File: src/rtl/sn74_nibble_demux.sv
// Reassembles A-then-B nibble pairs from a time-multiplexed 4-bit bus into 8-bit words.
// The words leave on a valid/ready port; sequence, timeout and overflow faults are kept as sticky flags.
//
// state  | meaning
// IDLE   | no A nibble held; waiting for an A beat
// HAVE_A | A nibble held; waiting for the B beat while the timer runs
module sn74_nibble_demux #(
    parameter int TIMEOUT = 8,
    parameter int CNT_W   = 8
) (
    input  logic             clk,
    input  logic             rst_n,
    input  logic [3:0]       din,
    input  logic             sel,
    input  logic             str,
    output logic [7:0]       out,
    output logic             out_valid,
    input  logic             out_ready,
    output logic             err_seq,
    output logic             err_tmo,
    output logic             err_ovf,
    input  logic             err_clr,
    output logic [CNT_W-1:0] pair_cnt
);

    localparam logic IDLE   = 1'b0;
    localparam logic HAVE_A = 1'b1;

    localparam logic [7:0] TMO_LAST = 8'(TIMEOUT - 1);

    logic             state_q, state_d;
    logic [3:0]       a_q, a_d;
    logic [7:0]       timer_q, timer_d;
    logic [7:0]       out_q, out_d;
    logic             out_valid_q, out_valid_d;
    logic             err_seq_q, err_seq_d;
    logic             err_tmo_q, err_tmo_d;
    logic             err_ovf_q, err_ovf_d;
    logic [CNT_W-1:0] pair_cnt_q, pair_cnt_d;

    logic beat;
    logic slot_free;
    logic set_seq, set_tmo, set_ovf;

    always_comb begin
        state_d     = state_q;
        a_d         = a_q;
        timer_d     = timer_q;
        out_d       = out_q;
        out_valid_d = out_valid_q;
        pair_cnt_d  = pair_cnt_q;
        set_seq     = 1'b0;
        set_tmo     = 1'b0;
        set_ovf     = 1'b0;

        beat      = ~str;
        slot_free = ~out_valid_q | out_ready;

        if (out_valid_q && out_ready) begin
            out_valid_d = 1'b0;
        end

        if (state_q == IDLE) begin
            if (beat) begin
                if (!sel) begin
                    a_d     = din;
                    timer_d = 8'd0;
                    state_d = HAVE_A;
                end else begin
                    set_seq = 1'b1;
                end
            end
        end else begin
            if (beat) begin
                if (!sel) begin
                    a_d     = din;
                    timer_d = 8'd0;
                end else begin
                    state_d = IDLE;
                    timer_d = 8'd0;
                    // A full slot that is not being accepted this cycle drops the new word.
                    if (slot_free) begin
                        out_d       = {a_q, din};
                        out_valid_d = 1'b1;
                        pair_cnt_d  = pair_cnt_q + 1'b1;
                    end else begin
                        set_ovf = 1'b1;
                    end
                end
            end else if (timer_q == TMO_LAST) begin
                set_tmo = 1'b1;
                state_d = IDLE;
                timer_d = 8'd0;
            end else begin
                timer_d = timer_q + 8'd1;
            end
        end

        // A new error in the same cycle as err_clr leaves the flag set.
        err_seq_d = (err_seq_q & ~err_clr) | set_seq;
        err_tmo_d = (err_tmo_q & ~err_clr) | set_tmo;
        err_ovf_d = (err_ovf_q & ~err_clr) | set_ovf;
    end

    always_ff @(posedge clk or negedge rst_n) begin
        if (!rst_n) begin
            state_q     <= IDLE;
            a_q         <= 4'd0;
            timer_q     <= 8'd0;
            out_q       <= 8'd0;
            out_valid_q <= 1'b0;
            err_seq_q   <= 1'b0;
            err_tmo_q   <= 1'b0;
            err_ovf_q   <= 1'b0;
            pair_cnt_q  <= '0;
        end else begin
            state_q     <= state_d;
            a_q         <= a_d;
            timer_q     <= timer_d;
            out_q       <= out_d;
            out_valid_q <= out_valid_d;
            err_seq_q   <= err_seq_d;
            err_tmo_q   <= err_tmo_d;
            err_ovf_q   <= err_ovf_d;
            pair_cnt_q  <= pair_cnt_d;
        end
    end

    assign out       = out_q;
    assign out_valid = out_valid_q;
    assign err_seq   = err_seq_q;
    assign err_tmo   = err_tmo_q;
    assign err_ovf   = err_ovf_q;
    assign pair_cnt  = pair_cnt_q;

endmodule

File: config.mk
export PLATFORM = sky130hd
export DESIGN_NAME = sn74_nibble_demux
export DESIGN_NICKNAME = d
export VERILOG_FILES = /design/src/rtl/sn74_nibble_demux.sv
export SDC_FILE = /design/constraint.sdc
export NUM_CORES = 1
export LEC_CHECK = 0
export BUFFER_PORTS_ARGS = -buffer_cell sky130_fd_sc_hd__buf_2
export CAP_MARGIN = 10
export CORE_AREA = 2 2 54 56
export CTS_CLUSTER_DIAMETER = 50
export CTS_CLUSTER_SIZE = 10
export DETAILED_ROUTE_END_ITERATION = 8
export DIE_AREA = 0 0 56 58
export PLACE_DENSITY_LB_ADDON = 0.1
export SYNTH_ARGS = -nofsm -noshare
export SYNTH_HDL_FRONTEND = slang
export SYNTH_SLANG_ARGS = --single-unit
File: constraint.sdc
create_clock -name clk -period 3.4 [get_ports clk]
set_input_delay 0.68 -clock clk [delete_from_list [all_inputs] [get_ports clk]]
set_output_delay 0.68 -clock clk [all_outputs]
set_load 0.01 [all_outputs]
# == Word-level counts from Yosys, hierarchy flattened ==
# Cells that the tools add are included.
# word_totals
reg_bits,33
input_bits,10
out_inout_bits,20
wordCells,54
# classes
add_sub_neg,2
eq_ne,3
n_mux,25
n_bitwise,11
reduce_logical,4
# op_table
cell,n
8-bit 2-to-1 mux,5
1-bit 2-to-1 mux,20
8-bit by 1-bit adder with 8-bit output (second input constant),2
8-bit by 3-bit equality test with 1-bit output (second input constant),1
2-bit by 1-bit != test with 1-bit output (second input constant),2
1-bit NOT,4
1-bit OR,4
2-bit AND reduction,2
4-bit AND reduction,1
1-bit bitwise AND,3
1-bit logical AND,1

# == Logic depth before layout (Yosys ltp) ==
# Gate-level depths: netlist of the first run.
# depth
word_depth,7
ltp_mapped,5
mapped_depth_nobuf,5

# == Worst setup path after synthesis of the first run ==
# No wires, ideal clock.
# synth_path
kind,input port to flip-flop
startpoint,input port str
endpoint,"register out_q[1], in the netlist out[1]"
setup_ns,0.125
t_arrival_ns,1.469
required_ns,3.275
path_slack_ns,1.806
stages,4
path_buffers,1
path_cell_list,nand3b_4 -> nor2_4 -> buf_6 -> mux2_2
# synth_between
elab_chain_cells,2
# synth_rtl
item,line_no,text
start: declaration,15,"input logic str,"
1-bit NOT (no line),--,
4-bit AND reduction (no line),--,
end signal: assignment,120,out_q <= out_d;
end: declaration,34,"logic [7:0] out_q, out_d;"
# No other way between the ends.
# A chain may end at the register's enable or synchronous reset.

# == Worst setup path after layout of the first run ==
# layout_path
startpoint,"register pair_cnt_q[3], in the netlist pair_cnt[3]"
endpoint,output port pair_cnt[3]
# layout_lines
item,line_no,text
start: declaration,39,"logic [CNT_W-1:0] pair_cnt_q, pair_cnt_d;"
start signal: assignment,125,pair_cnt_q <= pair_cnt_d;
end: declaration,23,output logic [CNT_W-1:0] pair_cnt
# No word-level cell between the ends.

==> flow_summary.toml, run 1 <==
[status]
outcome = "finished clean"

[global_route]
grt_pass1_vias = 936
gr-total-overflow = 0
grt_max_degree = 34
grt_pass1_wl_um = 4050
track_usage_pct = 16.4
grt_antenna_before_repair = 0

[cts]
holdBufCountCts = 0
clkTransAtPathRegs_ps = 100
ctsResizeCount = 0
cts_buffer_depth = 2
clock-sinks = 33
post-cts-setup-buffers = 0
cts_root_buffer = "clkbuf_4"
cts_buffers = 5
tritoncts = "built"
insertion_delay_ps = 330
htreeDepth = 2

[layout]
layout_commonest_cell = "dfrtp_1"
area_delta_synth_final_pct = 17.6
nNetsFinal = 162
utilization_pct = 64.6
diodes = 0
layout_common_cells = "33 x dfrtp_1, 29 x buf_2, 14 x mux2_2"
design_area_um2 = 1720
final_layout_size_suffix_gt1_share_pct = 36.7
n_fill_cell = 214
fin_cells = 181

[floorplanning]
die_area_um2 = 3250
chipWidth_um = 56
fp-row-count = 19
die_h_um = 58
start_util_pct = 54.9
io_pins = 30
coreArea_um2 = 2660

[drt]
num_vias = 972
drtIter0Drc = 15
drc = 0
drt-vias-per-instance = 5.37
ant_nets = 0
first_pass_iters = 4
postRouteWirelength_um = 2440
wl_per_cell_um = 13.5

[synth]
yosysSeqAreaShare_pct = 56.5
ys_ff_latch = 33
synth_ff_type = "dfrtp_1"
yosys_warnings = 0
synth.net_count = 127
syn_area_um2 = 1460
syn_inst = 114
yosys.cell_types.count = 29
async_flop_share_pct = 100
syn_area_per_cell_um2 = 12.8
synth_edf_count = 0

[placement]
dpl_worst_slack_ps = 1550
dp.cells = 173
gp_congestion = 0.801
place_hpwl_um = 1750
placed_area_um2 = 1640
place.port_buffers = 29

[critical_path]
arrival_ps = 920
cp_cell_sequence = "buf_2"
crit_family = "flip-flops"
worstSetupEndpointType = "primary output"
max_stage_delay_ps = 440
worstPathRequired_ps = 2720
critPathKind = "reg -> out"
path_buf_inv = 1
worst_setup_path_start_kind = "flip-flop"
slowest_stage = "dfrtp_1"
crit_fanout = 5

[job]
max-cap-violations = 0

[timing]
worst_slew_pin_slew_ps = 703
fin_crit_sh_pct = 47.2
setup_viol = 0
holdWs_ps = 389
finalCriticalPeriod_ps = 1600
fin_ws_ps = 1800
rsz0062_at_grt = "false"
setup_tns_ps = 0
relSlewSlack_pct = 53.1
clock.fmax_mhz = 623
finalMaxSlewViolations = 0
hold_viol = 0
skew_ps = 5.27

[pwr]
p_per_area_nw_per_um2 = 589
p_leak_nw = 0.837
peakVddDrop_mv = 0.479
p_total_mw = 1.01

[hold_path]
hold_path_class = "in -> async"
-- path summary, 6_finish.rpt --
kind                            slack (ps)                    start  depth (start not counted)                       to
worst max register to register        1930   timer_q[3]$_DFFE_PN0P_                          4   timer_q[5]$_DFFE_PN0P_
max in group asynchronous             2560                    rst_n                          1   timer_q[5]$_DFFE_PN0P_
worst min register to register         470  pair_cnt[7]$_DFFE_PN0P_                          1  pair_cnt[7]$_DFFE_PN0P_
min in group clk                       470  pair_cnt[7]$_DFFE_PN0P_                          1  pair_cnt[7]$_DFFE_PN0P_
worst max-delay path                  1800  pair_cnt[3]$_DFFE_PN0P_                          1              pair_cnt[3]
worst min-delay path                   390                    rst_n                          1  pair_cnt[6]$_DFFE_PN0P_
-- layout make-up --
cell class                 instances  area, um2  area share (%)
timing repair buffer              29        145            8.44
clock buffer                       7       55.1            3.20
inverter                           2       7.51           0.436
sequential                        33        826            48.0
clock inverter                     1       30.0            1.75
tap                               31       38.8            2.25
multi-input combinational         78        618            35.9
-- routing by layer --
layer	part of all wire (%)	vias to the layer above	global-route usage [%]	wire [um]
met2	47	22	26.2	1150
met5	0	-	0	0
met3	5.0	6	6.25	123
li1	-	476	-	-
met1	46	468	20.4	1120
met4	1.6	0	6.80	40
-- Yosys cell counts, types with 3 or more instances --
| library cell | number | share of area [%] |
|---|---|---|
| nor2_1 | 6 | 1.5 |
| ha_1 | 3 | 2.6 |
| o21ai_0 | 3 | 1.0 |
| dfrtp_1 | 33 | 56 |
| nand4_1 | 4 | 1.7 |
| nand3_1 | 7 | 2.4 |
| mux2_2 | 14 | 11 |
| nand2_1 | 8 | 2.1 |
| xnor2_1 | 5 | 3.0 |
| xor2_1 | 4 | 2.4 |
| and3_1 | 3 | 1.3 |
-- kinds of logic after synthesis --
logic type	count (synthesis)	synth area share, %
and+or+nand+nor	37	15.5
buffers and inverters	3	1.28
DFF	33	56.5
AOI/OAI and AO/OA	15	8.04
xor gates and xnor gates	9	5.39
muxes	14	10.8
adders and majority gates	3	2.57
-- power by group --
part	switching [mW]	total [mW]	leakage (nW)	internal, mW
logic	0.0973	0.199	0.367	0.101
clock network	0.128	0.303	0.0455	0.176
registers	0.0533	0.512	0.424	0.458
total	0.278	1.01	0.837	0.735
-- registers in the layout, summed over array words and instances (netlist names) --
| register | cells |
|---|---|
| timer_q | 8 |
| err_tmo | 1 |
| out | 8 |
| pair_cnt | 8 |
| state_q | 1 |
| a_q | 4 |
| err_ovf | 1 |
| err_seq | 1 |
| out_valid | 1 |
Note: power is estimated with default switching activity, not from simulation.
==> run 2: changes to the inputs <==
--- a/config.mk
+++ b/config.mk
@@ -5,13 +5,14 @@
 export SDC_FILE = /design/constraint.sdc
 export NUM_CORES = 1
 export LEC_CHECK = 0
+export ABC_AREA = 1
 export BUFFER_PORTS_ARGS = -buffer_cell sky130_fd_sc_hd__buf_2
 export CAP_MARGIN = 10
-export CORE_AREA = 2 2 54 56
+export CORE_AREA = 2 2 60 62
 export CTS_CLUSTER_DIAMETER = 50
 export CTS_CLUSTER_SIZE = 10
 export DETAILED_ROUTE_END_ITERATION = 8
-export DIE_AREA = 0 0 56 58
+export DIE_AREA = 0 0 62 64
 export PLACE_DENSITY_LB_ADDON = 0.1
 export SYNTH_ARGS = -nofsm -noshare
 export SYNTH_HDL_FRONTEND = slang
==> constraint.sdc (replaced) <==
create_clock -name clk -period 1.4 [get_ports clk]
set_input_delay 0.28 -clock clk [delete_from_list [all_inputs] [get_ports clk]]
set_output_delay 0.28 -clock clk [all_outputs]
set_load 0.01 [all_outputs]
==> flow_summary.toml, run 2 <==
[timing]
relSlewSlack_pct = 72.4
finalCriticalPeriod_ps = 1280
worst_slew_pin_slew_ps = 414
setup_tns_ps = 0
skew_ps = 10.3
hold_viol = 0
setup_viol = 0
finalMaxSlewViolations = 0
fin_crit_sh_pct = 91.7
clock.fmax_mhz = 779
rsz0062_at_grt = "false"

[global_route]
grt_pass1_vias = 1212
grt_max_degree = 34
grt_pass1_wl_um = 5230
track_usage_pct = 17.8
grt_antenna_before_repair = 0
gr-total-overflow = 0

[drt]
ant_nets = 0
first_pass_iters = 4
drc = 0
postRouteWirelength_um = 2910
drtIter0Drc = 47
drt-vias-per-instance = 4.60
num_vias = 1278
wl_per_cell_um = 10.5

[synth]
syn_inst = 192
synth_commonest_cells = "79 x nand2_1, 33 x dfrtp_1, 23 x inv_1"
yosysSeqAreaShare_pct = 53.2
synth_ff_type = "dfrtp_1"
synth_xor_area_share_pct = 2.26
synth-simple-area-share_pct = 29.0
syn_area_um2 = 1550
synth_adder_area_share_pct = 2.42
synth_top_family_by_area = "simple AND/OR/NAND/NOR gates"
yosys.cell_types.count = 20
yosys_warnings = 0
synth_top_area_share_pct = 53.2
ys_ff_latch = 33
synth_compound_area_share_pct = 5.89
synth.net_count = 205
syn_area_per_cell_um2 = 8.08
async_flop_share_pct = 100
yosysMostFrequentCell = "nand2_1"
synth_edf_count = 0
synth.largest_area_cell = "dfrtp_1"
synthMuxAreaShare_pct = 0
ys_top_cells_by_area = "dfrtp_1 53%, nand2_1 19%, inv_1 5.6%, o21ai_0 3.2%, nor2_1 3.1%"

[cts]
cts_buffers = 5
cts_root_buffer = "clkbuf_4"
cts_buffer_depth = 2
clock-sinks = 33
tritoncts = "built"
htreeDepth = 2
insertion_delay_ps = 340
post-cts-setup-buffers = 0
clkTransAtPathRegs_ps = 100

[placement]
gp_congestion = 0.814
place_hpwl_um = 2110
place.port_buffers = 29
placed_area_um2 = 1760

[critical_path]
worstSetupEndpointType = "flip-flop"
reg2reg_depth = 5
r2r-start = "timer_q[1]$_DFFE_PN0P_"
path_buf_inv = 0
worst_setup_path_start_kind = "flip-flop"
crit_cells = 5
r2r_end = "state_q$_DFF_PN0_"
crit_fanout = 5
slowest_stage = "dfrtp_1"
worstPathRequired_ps = 1630
crit_family = "simple AND/OR/NAND/NOR gates"
cp_cell_sequence = "ha_1 -> nand2_1 -> nor2_2 -> a21oi_2 -> or2_1"
endpoint = "state_q$_DFF_PN0_"
arrival_ps = 1510
r2r_slack_ps = 120
max_stage_delay_ps = 420
critPathKind = "reg -> reg"
critPathLaunch = "timer_q[1]$_DFFE_PN0P_"

[pwr]
p_leak_nw = 1.02
peakVddDrop_mv = 0.793
p_per_area_nw_per_um2 = 1250

[job]
max-cap-violations = 0

[layout]
diodes = 0
layout_commonest_cell = "nand2_1"
final_layout_size_suffix_gt1_share_pct = 20.7
nNetsFinal = 244
area_delta_synth_final_pct = 19.3
n_fill_cell = 304
layout_common_cells = "79 x nand2_1, 33 x dfrtp_1, 29 x buf_2"
design_area_um2 = 1850

[floorplanning]
coreArea_um2 = 3280
io_pins = 30
chipWidth_um = 62
die_h_um = 64
fp-row-count = 21
start_util_pct = 47.2
die_area_um2 = 3970

[status]
outcome = "finished clean"

[hold_path]
hold_path_class = "in -> reg"
[run 2: changes by cell type after synthesis, sizes merged, moves of 5 or more]
| cell | before | now |
|---|---|---|
| nor2 | 7 | 15 |
| xnor2 | 5 | 0 |
| nand2 | 8 | 79 |
| o21ai | 3 | 14 |
| mux2 | 14 | 0 |
| inv | 2 | 23 |
[run 2: cells by family (layout without fill, tap and decap cells)]
kind of cell,Yosys count,after routing
and+or+nand+nor,109,109
DFF,33,33
buffers and inverters,26,66
AOI/OAI and AO/OA,17,17
xor gates and xnor gates,4,4
adders and majority gates,3,3
[run 2: stage by stage]
stage / worst slack [ps] / std cells / total power [mW] / hold slack, ps / util (%)
after global placement: 150 / 269 / 1.70 / 325 / 53.6
after global routing: 12.5 / 278 / 2.49 / 135 / 56.3
final: 116 / 278 / 2.31 / 151 / 56.3
after floorplan: 229 / 192 / 1.49 / -15.6 / -
after CTS: 55.8 / 278 / 2.34 / 138 / 56.1
after detailed placement: 72.7 / 269 / 1.71 / 331 / 53.6
[run 2: where the power goes]
group | switching, mW | internal [mW] | leakage (nW)
Clock | 0.326 | 0.291 | 0.0413
Combinational | 0.282 | 0.200 | 0.545
Sequential | 0.116 | 1.10 | 0.432
[run 2: final cells by class]
class	count	area, um2	area share, %
Sequential cell	33	826	44.6
Multi-Input combinational cell	133	622	33.6
Timing Repair Buffer	34	185	10.0
Inverter	24	90.1	4.87
Clock buffer	7	65.1	3.52
Tap cell	46	57.6	3.11
Clock inverter	1	5.00	0.270
[run 2: worst min path at each step]
stage            from                  to  slack, ps  depth (start not counted)
2_1_floorplan   rst_n  a_q[0]$_DFFE_PN0P_        -20                          0
4_1_cts        din[0]  out[0]$_DFFE_PN0P_        140                          3
5_1_grt        din[2]  out[2]$_DFFE_PN0P_        140                          3
6_report       din[0]  out[0]$_DFFE_PN0P_        150                          3
3_3_place_gp    rst_n   err_tmo$_DFF_PN0_        320                          2
3_5_place_dp    rst_n   err_seq$_DFF_PN0_        330                          2
[run 2: worst reg2reg max path: cells and delay by family (launching register included)]
kind / cells / cell delay (ps)
AOI/OAI and AO/OA: 1 / 100
adders and majority gates: 1 / 200
DFF: 1 / 420
and+or+nand+nor: 3 / 460
[run 2: routing by layer]
layer	global-route usage (%)	vias to the layer above	share of wire [%]
met5	0	-	0
met1	25.1	569	51
met2	25.4	28	43
met4	5.59	0	1.7
met3	6.07	6	4.7
li1	-	675	-
[run 2: repair_timing]
action / 4_1_cts / 5_1_grt
setup endpoints to repair: 0 / 4
resized for setup: 0 / 3
endpoints found under the hold margin: 33 / 0
hold buffers: 1 / 0
==> run 3: changes to the inputs <==
==> constraint.sdc (replaced) <==
create_clock -name clk -period 1.4 [get_ports clk]
set_input_delay 0.21 -clock clk [delete_from_list [all_inputs] [get_ports clk]]
set_output_delay 0.21 -clock clk [all_outputs]
set_load 0.01 [all_outputs]
==> flow_summary.toml, run 3 (synthesis gave the netlist of run 2 again) <==
[layout]
area_delta_synth_final_pct = 18.1
layout_commonest_cell = "nand2_1"
n_fill_cell = 342
layout_common_cells = "79 x nand2_1, 33 x dfrtp_1, 29 x buf_2"
nNetsFinal = 243
seq_area_um2 = 826
diodes = 0
final_layout_size_suffix_gt1_share_pct = 19.0
multiInputGateArea_um2 = 613
design_area_um2 = 1830
fin_cells = 277

[timing]
finalMaxSlewViolations = 0
skew_ps = 3.27
finalCriticalPeriod_ps = 1270
hold_viol = 0
rsz0062_at_grt = "false"
setup_viol = 0
worst_slew_pin_slew_ps = 384
relSlewSlack_pct = 74.4
setup_tns_ps = 0
clock.fmax_mhz = 785
fin_crit_sh_pct = 91.0

[floorplanning]
coreArea_um2 = 3280
chipWidth_um = 62
die_area_um2 = 3970
start_util_pct = 47.2
die_h_um = 64
io_pins = 30
fp-row-count = 21

[drt]
num_vias = 1291
drt-vias-per-instance = 4.66
wl_per_cell_um = 10.6
postRouteWirelength_um = 2940
first_pass_iters = 6
drc = 0
ant_nets = 0
drtIter0Drc = 64

[global_route]
track_usage_pct = 17.9
gr-total-overflow = 0
grt_antenna_before_repair = 0
grt_pass1_wl_um = 5230
grt_max_degree = 19
grt_pass1_vias = 1251

[pwr]
p_total_mw = 2.21
peakVddDrop_mv = 0.721
p_per_area_nw_per_um2 = 1210
p_leak_nw = 1.01

[placement]
dp.cells = 268
place.port_buffers = 29
gp_congestion = 0.867
placed_area_um2 = 1770
place_hpwl_um = 2170

[cts]
cts_buffer_depth = 2
insertion_delay_ps = 340
clkTransAtPathRegs_ps = 100
ctsResizeCount = 0
tritoncts = "built"
htreeDepth = 2
cts_buffers = 5
clock-sinks = 33
cts_root_buffer = "clkbuf_4"
post-cts-setup-buffers = 0

[critical_path]
path_buf_inv = 0
worstSetupEndpointType = "flip-flop"
endpoint = "timer_q[5]$_DFFE_PN0P_"
max_stage_delay_ps = 410
reg2reg_depth = 6
r2r_end = "timer_q[5]$_DFFE_PN0P_"
crit_cells = 6
r2r_slack_ps = 130
r2r-start = "timer_q[0]$_DFFE_PN0P_"
cp_cell_sequence = "ha_1 -> nand2_1 -> nor2_1 -> nand2_1 -> a21oi_1 -> nor2_1"
worst_setup_path_start_kind = "flip-flop"
critPathLaunch = "timer_q[0]$_DFFE_PN0P_"
critPathKind = "reg -> reg"
slowest_stage = "dfrtp_1"
worstPathRequired_ps = 1640
arrival_ps = 1510
crit_family = "flip-flops"
crit_fanout = 4

[status]
outcome = "finished clean"

[hold_path]
hold_path_class = "in -> reg"

[job]
max-cap-violations = 0
## run 3: cell types whose count changed in the layout (fill, tap and decap cells not counted)
cell / before / now
buf_4: 4 / 2
clkbuf_8: 2 / 0
nor2_1: 11 / 13
nor2_2: 4 / 2
a21oi_1: 0 / 1
a21oi_2: 2 / 1
buf_12: 0 / 1
clkinv_2: 1 / 2
clkinvlp_4: 0 / 1
## run 3: worst min path at each step
stage,start,endpoint,cells after the start
after floorplan,rst_n,a_q[0]$_DFFE_PN0P_,0
after global placement,rst_n,err_ovf$_DFF_PN0_,1
after detailed placement,rst_n,out_valid$_DFF_PN0_,1
after CTS,din[2],out[2]$_DFFE_PN0P_,3
after global routing,din[2],out[2]$_DFFE_PN0P_,3
final,din[2],out[2]$_DFFE_PN0P_,3
## run 3: where the power goes
part / total, mW / internal [mW] / switching (mW)
sequential: 1.21 / 1.10 / 0.115
clock: 0.527 / 0.189 / 0.338
combinational: 0.476 / 0.198 / 0.277
total: 2.21 / 1.48 / 0.730
## run 3: per-layer routing
layer | routed length (um) | global-route usage (%)
met4 | 48 | 7.98
met1 | 1390 | 22.2
met2 | 1370 | 28.1
met5 | 0 | 0
met3 | 119 | 5.47
## run 3: area by class of cell
cell class                      count  area share (%)
Timing Repair Buffer               33            10.4
Clock inverter                      3           0.956
Sequential cell                    33            45.1
Multi-Input combinational cell    133            33.5
Clock buffer                        5            2.05
Tap cell                           46            3.14
Inverter                           24            4.92
## run 3: metrics by stage
step	utilization, %	setup WS, ps	hold slack [ps]
2_1_floorplan	-	229	-85.6
3_3_place_gp	53.8	177	153
3_5_place_dp	53.8	141	159
4_1_cts	55.8	124	47.7
5_1_grt	55.8	8.27	47.4
6_report	55.8	125	68.8
## run 3: repair_timing
action	4_1_cts	5_1_grt
hold endpoints to repair	15	0
hold buffers	1	0
endpoints found under the setup margin	0	0
## run 3: worst min-delay path, stage by stage
cell     delay, ps
buf_2           90
nand2_1         40
nand2_1         40
